`src/rtl/hs_dpath_sfr_ce_ctrl_pkg.sv`:
```
// Shared helpers for the hs_dpath stream-pipeline controllers.
package hs_dpath_sfr_ce_ctrl_pkg;

   // Bits needed to hold values 0..value-1. Returns at least 1, so a
   // one-state counter still gets a real port.
   function automatic int hs_clog2(input int value);
      int w;
      w = 0;
      for (int i = 0; i < 31; i++) begin
         if ((1 << i) < value) begin
            w = i + 1;
         end
      end
      return (w == 0) ? 1 : w;
   endfunction

endpackage

```
`src/rtl/hs_dpath_sfr_ce_ctrl.sv`:
```
// Valid/ready controller for an hs_dpath_sfr_ce datapath of equal LATENCY.
// Tracks one valid bit per SFR stage and drives the shared clock enable, so
// the SFR behaves as a stallable, flushable stream pipeline. Payload never
// passes through here: it rides on the SFR din/dout alongside these handshakes.
module hs_dpath_sfr_ce_ctrl
   import hs_dpath_sfr_ce_ctrl_pkg::*;
#(
   parameter int LATENCY   = 1,
   parameter bit GATE_IDLE = 1'b1,
   parameter int CNT_W     = hs_clog2(LATENCY + 1)
) (
   input  logic               clk,
   input  logic               aresetn,
   input  logic               flush,
   input  logic               s_valid,
   output logic               s_ready,
   output logic               m_valid,
   input  logic               m_ready,
   output logic               ce,
   output logic [LATENCY-1:0] stage_vld,
   output logic [CNT_W-1:0]   occupancy,
   output logic               idle
);

   logic               advance;
   logic               accept;
   logic               pop;
   logic [LATENCY-1:0] stage_nxt;

   // Global stall: the whole pipeline moves together or not at all, with no
   // bubble collapsing. Flush freezes everything for its one cycle.
   always_comb begin
      m_valid = stage_vld[LATENCY-1];
      idle    = (occupancy == '0);
      advance = !flush && (!m_valid || m_ready);
      s_ready = advance;
      ce      = advance && (GATE_IDLE ? (s_valid || !idle) : 1'b1);
      accept  = s_valid && s_ready;
      pop     = m_valid && m_ready && !flush;
   end

   // Next valid chain on an enable: new beat (or bubble) enters stage 0.
   always_comb begin
      stage_nxt    = stage_vld << 1;
      stage_nxt[0] = accept;
   end

   // Valid chain: cleared by flush, shifted on ce, held otherwise.
   always_ff @(posedge clk or negedge aresetn) begin
      if (!aresetn) begin
         stage_vld <= '0;
      end else if (flush) begin
         stage_vld <= '0;
      end else if (ce) begin
         stage_vld <= stage_nxt;
      end
   end

   // Occupancy counter; accept and pop in the same cycle cancel out.
   always_ff @(posedge clk or negedge aresetn) begin
      if (!aresetn) begin
         occupancy <= '0;
      end else if (flush) begin
         occupancy <= '0;
      end else begin
         occupancy <= occupancy + CNT_W'(accept) - CNT_W'(pop);
      end
   end

   a_occ_matches_chain: assert property (
      @(posedge clk) disable iff (!aresetn)
      occupancy == CNT_W'($countones(stage_vld)));

   a_occ_bounded: assert property (
      @(posedge clk) disable iff (!aresetn)
      int'(occupancy) <= LATENCY);

   a_mvalid_held: assert property (
      @(posedge clk) disable iff (!aresetn)
      (m_valid && !m_ready && !flush) |=> m_valid);

endmodule
```
`config.mk`:
```
export PLATFORM = sky130hd
export DESIGN_NAME = hs_dpath_sfr_ce_ctrl
export DESIGN_NICKNAME = d
export VERILOG_FILES = /design/src/rtl/hs_dpath_sfr_ce_ctrl_pkg.sv /design/src/rtl/hs_dpath_sfr_ce_ctrl.sv
export SDC_FILE = /design/constraint.sdc
export NUM_CORES = 1
export LEC_CHECK = 0
export ABC_CLOCK_PERIOD_IN_PS = 2500
export CORE_AREA = 8 8 45 47
export CTS_BUF_LIST = sky130_fd_sc_hd__clkbuf_4 sky130_fd_sc_hd__clkbuf_8 sky130_fd_sc_hd__clkbuf_16
export DETAILED_ROUTE_END_ITERATION = 6
export DIE_AREA = 0 0 53 55
export PLACE_DENSITY = 0.33
export SLEW_MARGIN = 20
export SYNTH_ARGS = -nofsm -noshare
export SYNTH_HDL_FRONTEND = slang
export SYNTH_SLANG_ARGS = --single-unit
```
`constraint.sdc`:
```
create_clock -name clk -period 2.5 [get_ports clk]
set_input_delay 0.25 -clock clk [delete_from_list [all_inputs] [get_ports clk]]
set_output_delay 0.25 -clock clk [all_outputs]
set_load 0.05 [all_outputs]
```
==> reports/summary.log, run 1 <==
INFO  floorplan      floorplan.initialDensity=9.584%
INFO  final_layout   drive_gt1_share=22.22%
INFO  worst_setup_path timing.setup.critical_path_class=input pin to primary output
INFO  yosys          post_synth.cell_area_avg=8.842um2
INFO  route          vias=152
INFO  clock_network  cts-htree-levels=1
INFO  sta            worst_slew_pin_slew=0.5057ns
INFO  floorplan      core_area=0.001384mm2
INFO  sta            report.final.slew_viol_count=0
INFO  worst_setup_path startpoint_type=input pin
INFO  run_status     run_status=complete, no violations
INFO  grt            globalRouteOverflowTotal=0
INFO  clock_network  cts_buffer_depth=2
INFO  worst_setup_path worst_path_most_repeated_cell=sky130_fd_sc_hd__clkdlybuf4s50_1
INFO  yosys          post_synth_num_cell_types=11
INFO  sta            timing.final.crit_share=81.86%
INFO  yosys          mappedNetlistArea=132.6um2
INFO  worst_hold_path timing.hold.worst.class=input pin to async pin
INFO  grt            grt_start_max_net_pins=7
INFO  run            drv.max_cap_violation_count=0
INFO  place          dpl.cell_count=40
INFO  route          drcViolationCount=0
INFO  yosys          yosysSeqAreaShare=37.74%
INFO  route          ratio_of_routed_vias_to_standard_cells=3.535
INFO  floorplan      design.die.area=0.002915mm2
INFO  yosys          synthCells=15
INFO  clock_network  cts_root_buffer=sky130_fd_sc_hd__clkbuf_4
INFO  worst_setup_path timing.critical_path.cells=clkdlybuf4s50_1, inv_1, a21oi_1, clkdlybuf4s50_1
INFO  worst_setup_path critical_path.endpoint_type=primary output
INFO  pwr            ir_drop=188.8uV
INFO  grt            grt_antenna_before_repair=0
INFO  pwr            p_switching=60.97uW
INFO  floorplan      row_count=14
INFO  sta            setup_viol_count_final=0
INFO  clock_network  clk-insertion-delay-late=0.22ns
INFO  route          initialDrtViolationCount=6
INFO  route          drt_first_pass_iters=4
INFO  worst_setup_path cp.arrival=1.80ns
INFO  grt            grt_first_pass_wirelength=669um
INFO  sta            clock_skew=0.001184ns
INFO  floorplan      die_height=55um
INFO  grt            grt_pass1_vias=152
INFO  yosys          synth.ff_latch_count=2
INFO  worst_setup_path path_delay_family=buffers and inverters
INFO  worst_setup_path timing.critical_path.buf_inv=3
INFO  clock_network  cts.repair.resized=0
INFO  final_layout   stdcell_count=43
INFO  pwr            share_clk_of_total_power=40.4%
INFO  clock_network  post_cts_buffers=0
INFO  sta            layout_min_cycle_time=2.047ns
INFO  pwr            sw_frac_of_total=35.15%
INFO  clock_network  clock_sinks=2
INFO  worst_setup_path critical_path.slowest_cell=sky130_fd_sc_hd__clkdlybuf4s50_1
INFO  place          io_buffer_count=10
INFO  sta            achievable-frequency=488.6MHz
INFO  clock_network  tritoncts=built
INFO  yosys          yosys_warnings=0
INFO  pwr            cellLeakagePower=0.0001112uW
INFO  clock_network  clk_transition_reported_paths=0.03ns
INFO  clock_network  cts_hold_repair.buffers=0
INFO  pwr            combPwrFrac=37.2%
INFO  yosys          synthesis.nets=20
INFO  sta            slew_headroom=66.18%
INFO  final_layout   total_nets_final=34
INFO  floorplan      io_pins=11
INFO  pwr            seq_power_share=22.4%
INFO  grt            grt_util_all_layers=3.443%
INFO  worst_setup_path critical-path-max-stage-delay=0.83ns
INFO  route          finalWirelength=432um
INFO  final_layout   antenna-diode-count=0
INFO  sta            finalHoldViolCount=0
INFO  floorplan      die_width=53um
INFO  worst_setup_path required_time_at_the_endpoint_of_the_critical_path=2.25ns
INFO  pwr            power_report.internal_total=112.5uW
INFO  worst_setup_path critPathMaxFanout=3
INFO  sta            fin_setup_tns=0ns
INFO  place          dp.final_hpwl=344.8um
INFO  clock_network  cts_made_buffers=3
INFO  sta            rsz0062_at_grt=no
INFO  final_layout   areaGrowthSynthToFinish=100.0%
INFO  pwr            cellPowerDensity=653.9mW/mm2
INFO  route          antenna_violating_nets_post_route=0
INFO  place          finalWeightedCongestion=0.6761
INFO  route          drt-wirelength-per-cell=10.05um
cell usage in the layout (no fill, tap or decap):
cell and count:
sky130_fd_sc_hd__dfrtp_1 2, sky130_fd_sc_hd__clkbuf_4 3, sky130_fd_sc_hd__inv_1 2, sky130_fd_sc_hd__nor3_2 1, sky130_fd_sc_hd__o21a_1 1, sky130_fd_sc_hd__nand2b_4 1
sky130_fd_sc_hd__and3_1 1, sky130_fd_sc_hd__buf_4 1, sky130_fd_sc_hd__a21oi_1 3, sky130_fd_sc_hd__nor2_1 1, sky130_fd_sc_hd__nand3b_1 1, sky130_fd_sc_hd__nand2_1 1
sky130_fd_sc_hd__clkdlybuf4s50_1 9
final timing paths:
path / startpoint / end / slack, ns / cells after the start
min: aresetn / m_valid / 0.19 / 1
min reg2reg: m_valid / m_valid / 0.64 / 2
max reg2reg: m_valid / occupancy / 1.50 / 3
min in group clk: m_valid / m_valid / 0.64 / 2
max: m_ready / s_ready / 0.45 / 4
max in group asynchronous: aresetn / occupancy / 2.18 / 1
Yosys cell counts:
master,count,area [um2]
sky130_fd_sc_hd__buf_4,1,7.510
sky130_fd_sc_hd__inv_1,2,7.510
sky130_fd_sc_hd__nand2_1,1,3.750
sky130_fd_sc_hd__nand2b_4,1,13.76
sky130_fd_sc_hd__nand3b_1,1,7.510
sky130_fd_sc_hd__o21a_1,1,7.510
sky130_fd_sc_hd__nor2_1,1,3.750
sky130_fd_sc_hd__dfrtp_1,2,50.05
sky130_fd_sc_hd__and3_1,1,6.260
sky130_fd_sc_hd__nor3_2,1,10.01
sky130_fd_sc_hd__a21oi_1,3,15.01
sequential cells by signal, summed over array words and instances (netlist names):
register and cells:
m_valid 1, occupancy 1
per-layer routing:
metal / GRT usage [%] / wire, um / part of all wire, % / up-vias
met2: 3.125 / 138 / 32 / 11
li1: - / - / - / 73
met4: 3.879 / 0 / 0 / 0
met5: 0 / 0 / 0 / -
met3: 2.674 / 100 / 23 / 0
met1: 4.255 / 192 / 44 / 68
through the flow:
stage	setup slack [ns]	total power [uW]	hold WS [ns]	cell area (um2)	utilization, %
floorplan	0.2255	79.50	-0.04559	132.6	-
global placement	0.4658	104.4	0.4182	242.7	17.54
detailed placement	0.4620	104.0	0.4239	242.7	17.54
CTS	0.4542	180.1	0.1830	265.3	19.17
global route	0.3983	186.2	0.1853	265.3	19.17
finish	0.4535	173.5	0.1950	265.3	19.17
cell type report:
cell class	count	area, um2
well taps	16	20.02
inverters	2	7.507
repair buffers	10	97.59
flip-flops and latches	2	50.05
clock buffers	3	22.52
multi-input cells	10	67.56
fillers	157	1119
power groups by stage:
stage / registers [uW] / clock network (uW) / logic, uW
finish: 38.8 / 70.1 / 64.6
detailed placement: 39.2 / 0 / 64.8
global placement: 39.2 / 0 / 65.2
global route: 39.5 / 78.7 / 68.0
floorplan: 48.1 / 0 / 31.4
CTS: 38.8 / 76.2 / 65.1
kinds of logic after synthesis:
kind of cell / Yosys count / share of synthesized area (%)
simple gates: 6 / 33.96
compound gates: 4 / 16.98
buf+inv: 3 / 11.32
flops: 2 / 37.74
Power figures use the tool's default switching activity.
==> run 2, diff against run 1 <==
ABC_CLOCK_PERIOD_IN_PS = 1670   (was 2500)
PLACE_DENSITY = 0.34   (was 0.33)
clock period = 1.67 ns   (was 2.5 ns; I/O delays follow)
==> reports/summary.log, run 2 (synthesis gave the netlist of run 1 again) <==
INFO  floorplan      floorplan.initialDensity=9.584% [unchanged]
INFO  worst_setup_path count_of_cells_along_the_worst_register_to_register_path=3 [unchanged]
INFO  pwr            ir_drop=166.2uV [was 188.8 uV]
INFO  final_layout   drive_gt1_share=48.15% [was 22.22%]
INFO  sta            report.final.slew_viol_count=0 [unchanged]
INFO  worst_setup_path rr_startpoint=m_valid [unchanged]
INFO  place          finalWeightedCongestion=0.6624 [was 0.6761]
INFO  route          ratio_of_routed_vias_to_standard_cells=3.535 [unchanged]
INFO  worst_setup_path critical-path-max-stage-delay=0.50ns [was 0.83 ns]
INFO  place          dp.final_hpwl=362.2um [was 344.8 um]
INFO  grt            grt_util_all_layers=3.825% [was 3.443%]
INFO  worst_setup_path critical_path.endpoint_type=primary output [unchanged]
INFO  worst_setup_path critPathMaxFanout=3 [unchanged]
INFO  worst_setup_path timing.setup.critical_path_class=input pin to primary output [unchanged]
INFO  route          drt-wirelength-per-cell=10.30um [was 10.05 um]
INFO  final_layout   antenna-diode-count=0 [unchanged]
INFO  clock_network  cts_buffer_depth=2 [unchanged]
INFO  clock_network  tritoncts=built [unchanged]
INFO  sta            worst_hold_slack=0.1110ns [was 0.1950 ns]
INFO  clock_network  clock_sinks=2 [unchanged]
INFO  place          io_buffer_count=10 [unchanged]
INFO  worst_setup_path startpoint_type=input pin [unchanged]
INFO  route          drt_first_pass_iters=2 [was 4]
INFO  route          vias=152 [unchanged]
INFO  clock_network  post_cts_buffers=0 [unchanged]
INFO  final_layout   areaGrowthSynthToFinish=118.9% [was 100.0%]
INFO  clock_network  clk_transition_reported_paths=0.03ns [about the same]
INFO  worst_setup_path critical_path.slowest_cell=sky130_fd_sc_hd__clkdlybuf4s50_1 [unchanged]
INFO  sta            fin_setup_tns=0ns [unchanged]
INFO  grt            grt_start_max_net_pins=7 [unchanged]
INFO  floorplan      design.die.area=0.002915mm2 [unchanged]
INFO  clock_network  cts-htree-levels=1 [unchanged]
INFO  floorplan      core_area=0.001384mm2 [unchanged]
INFO  floorplan      io_pins=11 [unchanged]
INFO  sta            clock_skew=0.0007645ns [was 0.001184 ns]
INFO  floorplan      row_count=14 [unchanged]
INFO  sta            layout_min_cycle_time=1.379ns
INFO  worst_setup_path required_time_at_the_endpoint_of_the_critical_path=1.50ns [was 2.25 ns]
INFO  worst_setup_path cp.arrival=1.21ns [was 1.80 ns]
INFO  pwr            cellPowerDensity=934.1mW/mm2 [was 653.9 mW/mm2]
INFO  worst_setup_path timing.critical_path.cells=clkdlybuf4s50_1, inv_1, a21oi_4, o21a_2, buf_12 [was clkdlybuf4s50_1, inv_1, a21oi_1, clkdlybuf4s50_1]
INFO  clock_network  cts_made_buffers=3 [unchanged]
INFO  run            drv.max_cap_violation_count=0 [unchanged]
INFO  route          initialDrtViolationCount=4 [was 6]
INFO  sta            setup_viol_count_final=0 [unchanged]
INFO  clock_network  clk-insertion-delay-late=0.22ns [about the same]
INFO  floorplan      die_width=53um [unchanged]
INFO  worst_setup_path worst_r2r_endpoint=occupancy [unchanged]
INFO  route          antenna_violating_nets_post_route=0 [unchanged]
INFO  run_status     run_status=complete, no violations [unchanged]
INFO  final_layout   total_nets_final=34 [unchanged]
INFO  pwr            cellLeakagePower=0.0001271uW [was 0.0001112 uW]
INFO  worst_setup_path reg2reg_slack=0.64ns [was 1.50 ns]
INFO  sta            timing.final.crit_share=82.57%
INFO  grt            globalRouteOverflowTotal=0 [unchanged]
INFO  sta            achievable-frequency=725.2MHz
INFO  sta            finalHoldViolCount=0 [unchanged]
INFO  clock_network  cts_root_buffer=sky130_fd_sc_hd__clkbuf_4 [unchanged]
INFO  grt            grt_pass1_vias=177 [was 152]
INFO  worst_setup_path path_delay_family=buffers and inverters [unchanged]
INFO  sta            worst_slew_pin_slew=0.2463ns [was 0.5057 ns]
INFO  worst_setup_path timing.critical_path.buf_inv=3 [unchanged]
INFO  grt            grt_first_pass_wirelength=772um [was 669 um]
INFO  clock_network  cts_hold_repair.buffers=0 [unchanged]
INFO  grt            grt_antenna_before_repair=0 [unchanged]
INFO  worst_hold_path timing.hold.worst.class=input pin to async pin [unchanged]
INFO  sta            slew_headroom=83.58% [was 66.18%]
INFO  sta            rsz0062_at_grt=no [unchanged]
INFO  clock_network  cts.repair.resized=0 [unchanged]
INFO  final_layout   most-common-layout-cells=sky130_fd_sc_hd__clkdlybuf4s50_1 (4), sky130_fd_sc_hd__buf_4 (4), sky130_fd_sc_hd__clkbuf_4 (3) [was sky130_fd_sc_hd__clkdlybuf4s50_1 (9), sky130_fd_sc_hd__a21oi_1 (3), sky130_fd_sc_hd__clkbuf_4 (3), sky130_fd_sc_hd__inv_1 (2), sky130_fd_sc_hd__dfrtp_1 (2)]
INFO  floorplan      die_height=55um [unchanged]
INFO  route          drcViolationCount=0 [unchanged]
INFO  route          finalWirelength=443um [was 432 um]
run 2: cell count changes in the layout (fill, tap and decap cells not counted), sizes merged:
cell	before	now
clkdlybuf4s50	9	4
buf	1	6
run 2: final cells by class:
type | count | area, um2
clock buffers | 3 | 22.52
fillers | 156 | 1094
inverters | 2 | 7.507
multi-input cells | 10 | 80.08
flip-flops and latches | 2 | 50.05
well taps | 16 | 20.02
repair buffers | 10 | 110.1
run 2: metal layers:
metal	global-route usage (%)	up-vias	wire length, um
met5	0	-	0
met3	2.941	0	113
li1	-	74	-
met1	3.647	67	183
met2	4.492	11	146
met4	5.172	0	0
run 2: power breakdown:
group | internal [uW] | total [uW] | switching [uW] | leakage [uW]
sequential | 52.9 | 59.0 | 6.13 | 0.0000255
combinational | 43.5 | 107 | 63.4 | 0.0000878
clock | 79.1 | 105 | 26.1 | 0.0000138
run 2: per-stage QoR:
stage | instances | area [um2] | setup slack (ns) | power (uW) | util, %
global route | 43 | 290.3 | 0.2205 | 287.3 | 20.98
detailed placement | 40 | 267.8 | 0.2884 | 167.7 | 19.35
CTS | 43 | 290.3 | 0.2784 | 281.4 | 20.98
floorplan | 15 | 145.1 | 0.07758 | 122.4 | -
finish | 43 | 290.3 | 0.2911 | 271.2 | 20.98
global placement | 40 | 267.8 | 0.2990 | 167.9 | 19.35
run 2: how the worst max path moves through the flow:
stage / from / to / slack, ns / cells after the start
final: m_ready / ce / 0.29 / 5
after global routing: m_ready / ce / 0.22 / 5
after CTS: m_ready / ce / 0.28 / 5
after detailed placement: m_ready / ce / 0.29 / 5
after global placement: m_ready / ce / 0.30 / 5
after floorplan: m_valid / ce / 0.08 / 2
==> run 3, diff against run 2 <==
ABC_CLOCK_PERIOD_IN_PS = 1400   (was 1670)
PLACE_DENSITY = 0.33   (was 0.34)
clock period = 1.4 ns   (was 1.67 ns; I/O delays follow)
==> reports/summary.log, run 3 (synthesis gave the netlist of run 1 again) <==
INFO  sta            slew_headroom=75.59% [was 83.58%]
INFO  sta            rsz0062_at_grt=no [unchanged]
INFO  pwr            p_switching=127.7uW [was 95.63 uW]
INFO  grt            grt_first_pass_wirelength=828um [was 772 um]
INFO  pwr            share_clk_of_total_power=41.2% [was 38.8%]
INFO  pwr            ir_drop=441.6uV [was 166.2 uV]
INFO  sta            worst_slew_pin_slew=0.3661ns [was 0.2463 ns]
INFO  pwr            power_report.internal_total=269.0uW [was 175.5 uW]
INFO  pwr            combPwrFrac=39.9% [was 39.4%]
INFO  worst_setup_path cp.arrival=1.18ns [was 1.21 ns]
INFO  run_status     run_status=complete, no violations [unchanged]
INFO  sta            layout_min_cycle_time=1.320ns
INFO  worst_setup_path worst_setup_path_startpoint=m_valid [was m_ready]
INFO  clock_network  cts_made_buffers=3 [unchanged]
INFO  route          drcViolationCount=0 [unchanged]
INFO  sta            finalHoldViolCount=0 [unchanged]
INFO  final_layout   layout.cell_area.non_filler=362.8um2 [was 290.3 um2]
INFO  floorplan      die_width=53um [unchanged]
INFO  place          instance_area_at_placement=332.8um2 [was 267.8 um2]
INFO  route          initialDrtViolationCount=1 [was 4]
INFO  route          vias=153 [was 152]
INFO  place          io_buffer_count=10 [unchanged]
INFO  pwr            cellLeakagePower=0.0001535uW [was 0.0001271 uW]
INFO  clock_network  cts-htree-levels=1 [unchanged]
INFO  final_layout   antenna-diode-count=0 [unchanged]
INFO  clock_network  tritoncts=built [unchanged]
INFO  clock_network  clock_sinks=2 [unchanged]
INFO  floorplan      floorplan.initialDensity=9.584% [unchanged]
INFO  final_layout   most-common-layout-cells=sky130_fd_sc_hd__buf_12 (6), sky130_fd_sc_hd__clkbuf_4 (4), sky130_fd_sc_hd__clkdlybuf4s50_1 (4), sky130_fd_sc_hd__inv_1 (2), sky130_fd_sc_hd__a21oi_1 (2) [was sky130_fd_sc_hd__clkdlybuf4s50_1 (4), sky130_fd_sc_hd__buf_4 (4), sky130_fd_sc_hd__clkbuf_4 (3)]
INFO  final_layout   layout.cells.most_common=sky130_fd_sc_hd__buf_12
INFO  worst_setup_path timing.setup.critical_path_class=flip-flop to primary output [was input pin to primary output]
INFO  final_layout   drive_gt1_share=55.17% [was 48.15%]
INFO  run            drv.max_cap_violation_count=0 [unchanged]
INFO  final_layout   total_nets_final=35 [was 34]
INFO  pwr            sw_frac_of_total=32.19% [was 35.27%]
INFO  route          antenna_violating_nets_post_route=0 [unchanged]
INFO  place          dp.final_hpwl=377.7um [was 362.2 um]
INFO  final_layout   final_standard_cell_utilization_of_the_core=26.22% [was 20.98%]
INFO  worst_setup_path rr_startpoint=m_valid [unchanged]
INFO  worst_setup_path count_of_cells_along_the_worst_register_to_register_path=3 [unchanged]
INFO  sta            setup_viol_count_final=0 [unchanged]
INFO  place          finalWeightedCongestion=0.6850 [was 0.6624]
INFO  grt            globalRouteOverflowTotal=0 [unchanged]
INFO  worst_setup_path required_time_at_the_endpoint_of_the_critical_path=1.26ns [was 1.50 ns]
INFO  floorplan      design.die.area=0.002915mm2 [unchanged]
INFO  clock_network  post_cts_buffers=0 [unchanged]
INFO  worst_setup_path reg2reg_slack=0.28ns [was 0.64 ns]
INFO  clock_network  cts_root_buffer=sky130_fd_sc_hd__clkbuf_4 [unchanged]
INFO  grt            grt_antenna_before_repair=0 [unchanged]
INFO  clock_network  cts_buffer_depth=2 [unchanged]
INFO  worst_hold_path timing.hold.worst.class=input pin to async pin [unchanged]
INFO  route          finalWirelength=464um [was 443 um]
INFO  worst_setup_path startpoint_type=flip-flop [was input pin]
INFO  floorplan      die_height=55um [unchanged]
INFO  sta            clock_skew=0.005493ns [was 0.0007645 ns]
INFO  worst_setup_path timing.critical_path.cells=a21oi_4, o21a_4, buf_12 [was clkdlybuf4s50_1, inv_1, a21oi_4, o21a_2, buf_12]
INFO  sta            timing.final.crit_share=94.28%
INFO  route          drt-wirelength-per-cell=10.31um [was 10.30 um]
INFO  worst_setup_path critical_path.endpoint_type=primary output [unchanged]
INFO  clock_network  clk_transition_reported_paths=0.04ns [was 0.03 ns]
INFO  route          drt_first_pass_iters=2 [unchanged]
INFO  final_layout   areaGrowthSynthToFinish=173.6% [was 118.9%]
INFO  clock_network  cts.repair.resized=0 [unchanged]
INFO  grt            grt_start_max_net_pins=7 [unchanged]
INFO  clock_network  clk-insertion-delay-late=0.23ns [was 0.22 ns]
INFO  worst_setup_path critPathMaxFanout=6 [was 3]
INFO  grt            grt_pass1_vias=192 [was 177]
INFO  pwr            cellPowerDensity=1093mW/mm2 [was 934.1 mW/mm2]
INFO  pwr            seq_power_share=19.0% [was 21.8%]
INFO  route          ratio_of_routed_vias_to_standard_cells=3.400 [was 3.535]
INFO  sta            achievable-frequency=757.7MHz
INFO  grt            grt_util_all_layers=4.265% [was 3.825%]
INFO  worst_setup_path critical-path-max-stage-delay=0.49ns [was 0.50 ns]
INFO  sta            report.final.slew_viol_count=0 [unchanged]
INFO  floorplan      row_count=14 [unchanged]
INFO  pwr            total_power=396.7uW [was 271.2 uW]
INFO  worst_setup_path critical_path.slowest_cell=sky130_fd_sc_hd__dfrtp_1 [was sky130_fd_sc_hd__clkdlybuf4s50_1]
INFO  floorplan      core_area=0.001384mm2 [unchanged]
INFO  clock_network  cts_hold_repair.buffers=0 [unchanged]
INFO  floorplan      io_pins=11 [unchanged]
## run 3: layer usage
metal	global-route usage, %	part of all wire, %	vias to the layer above
met5	0	0	-
li1	-	-	77
met3	2.674	20	0
met2	4.688	40	10
met1	4.414	40	66
met4	6.466	0	0
## run 3: final cells by class
class / instances / area [um2]
clock buffers: 4 / 30.03
fillers: 159 / 1021
inverters: 2 / 7.507
multi-input cells: 10 / 86.33
flip-flops and latches: 2 / 51.30
well taps: 16 / 20.02
repair buffers: 11 / 167.7
## run 3: power groups by stage
stage	sequential (uW)	combinational, uW	clock [uW]
4_1_cts	75.7	160	174
3_5_place_dp	76.2	160	0
6_report	75.2	158	163
3_3_place_gp	76.2	160	0
5_1_grt	76.7	166	177
2_1_floorplan	88.0	61.5	0
## run 3: stage by stage
step	instances	worst slack, ns	TNS [ns]	hold WS, ns
after detailed placement	41	0.06745	0	0.3134
after floorplan	15	-0.07224	-0.07224	-0.1556
after global placement	41	0.07715	0	0.3071
after CTS	45	0.05495	0	0.06456
final	45	0.08014	0	0.07187
after global routing	45	0.02840	0	0.06913
## run 3: final timing paths
path | end
min in group clk | m_valid
setup reg to reg | occupancy
setup / recovery | ce
hold reg to reg | m_valid
hold / removal | occupancy
max in group asynchronous | occupancy
## run 3: worst max-delay path, delay by kind of cell, from the launching register on
family	cells	cell delay (ns)
compound gates	2	0.34
buf+inv	1	0.13
flops	1	0.49
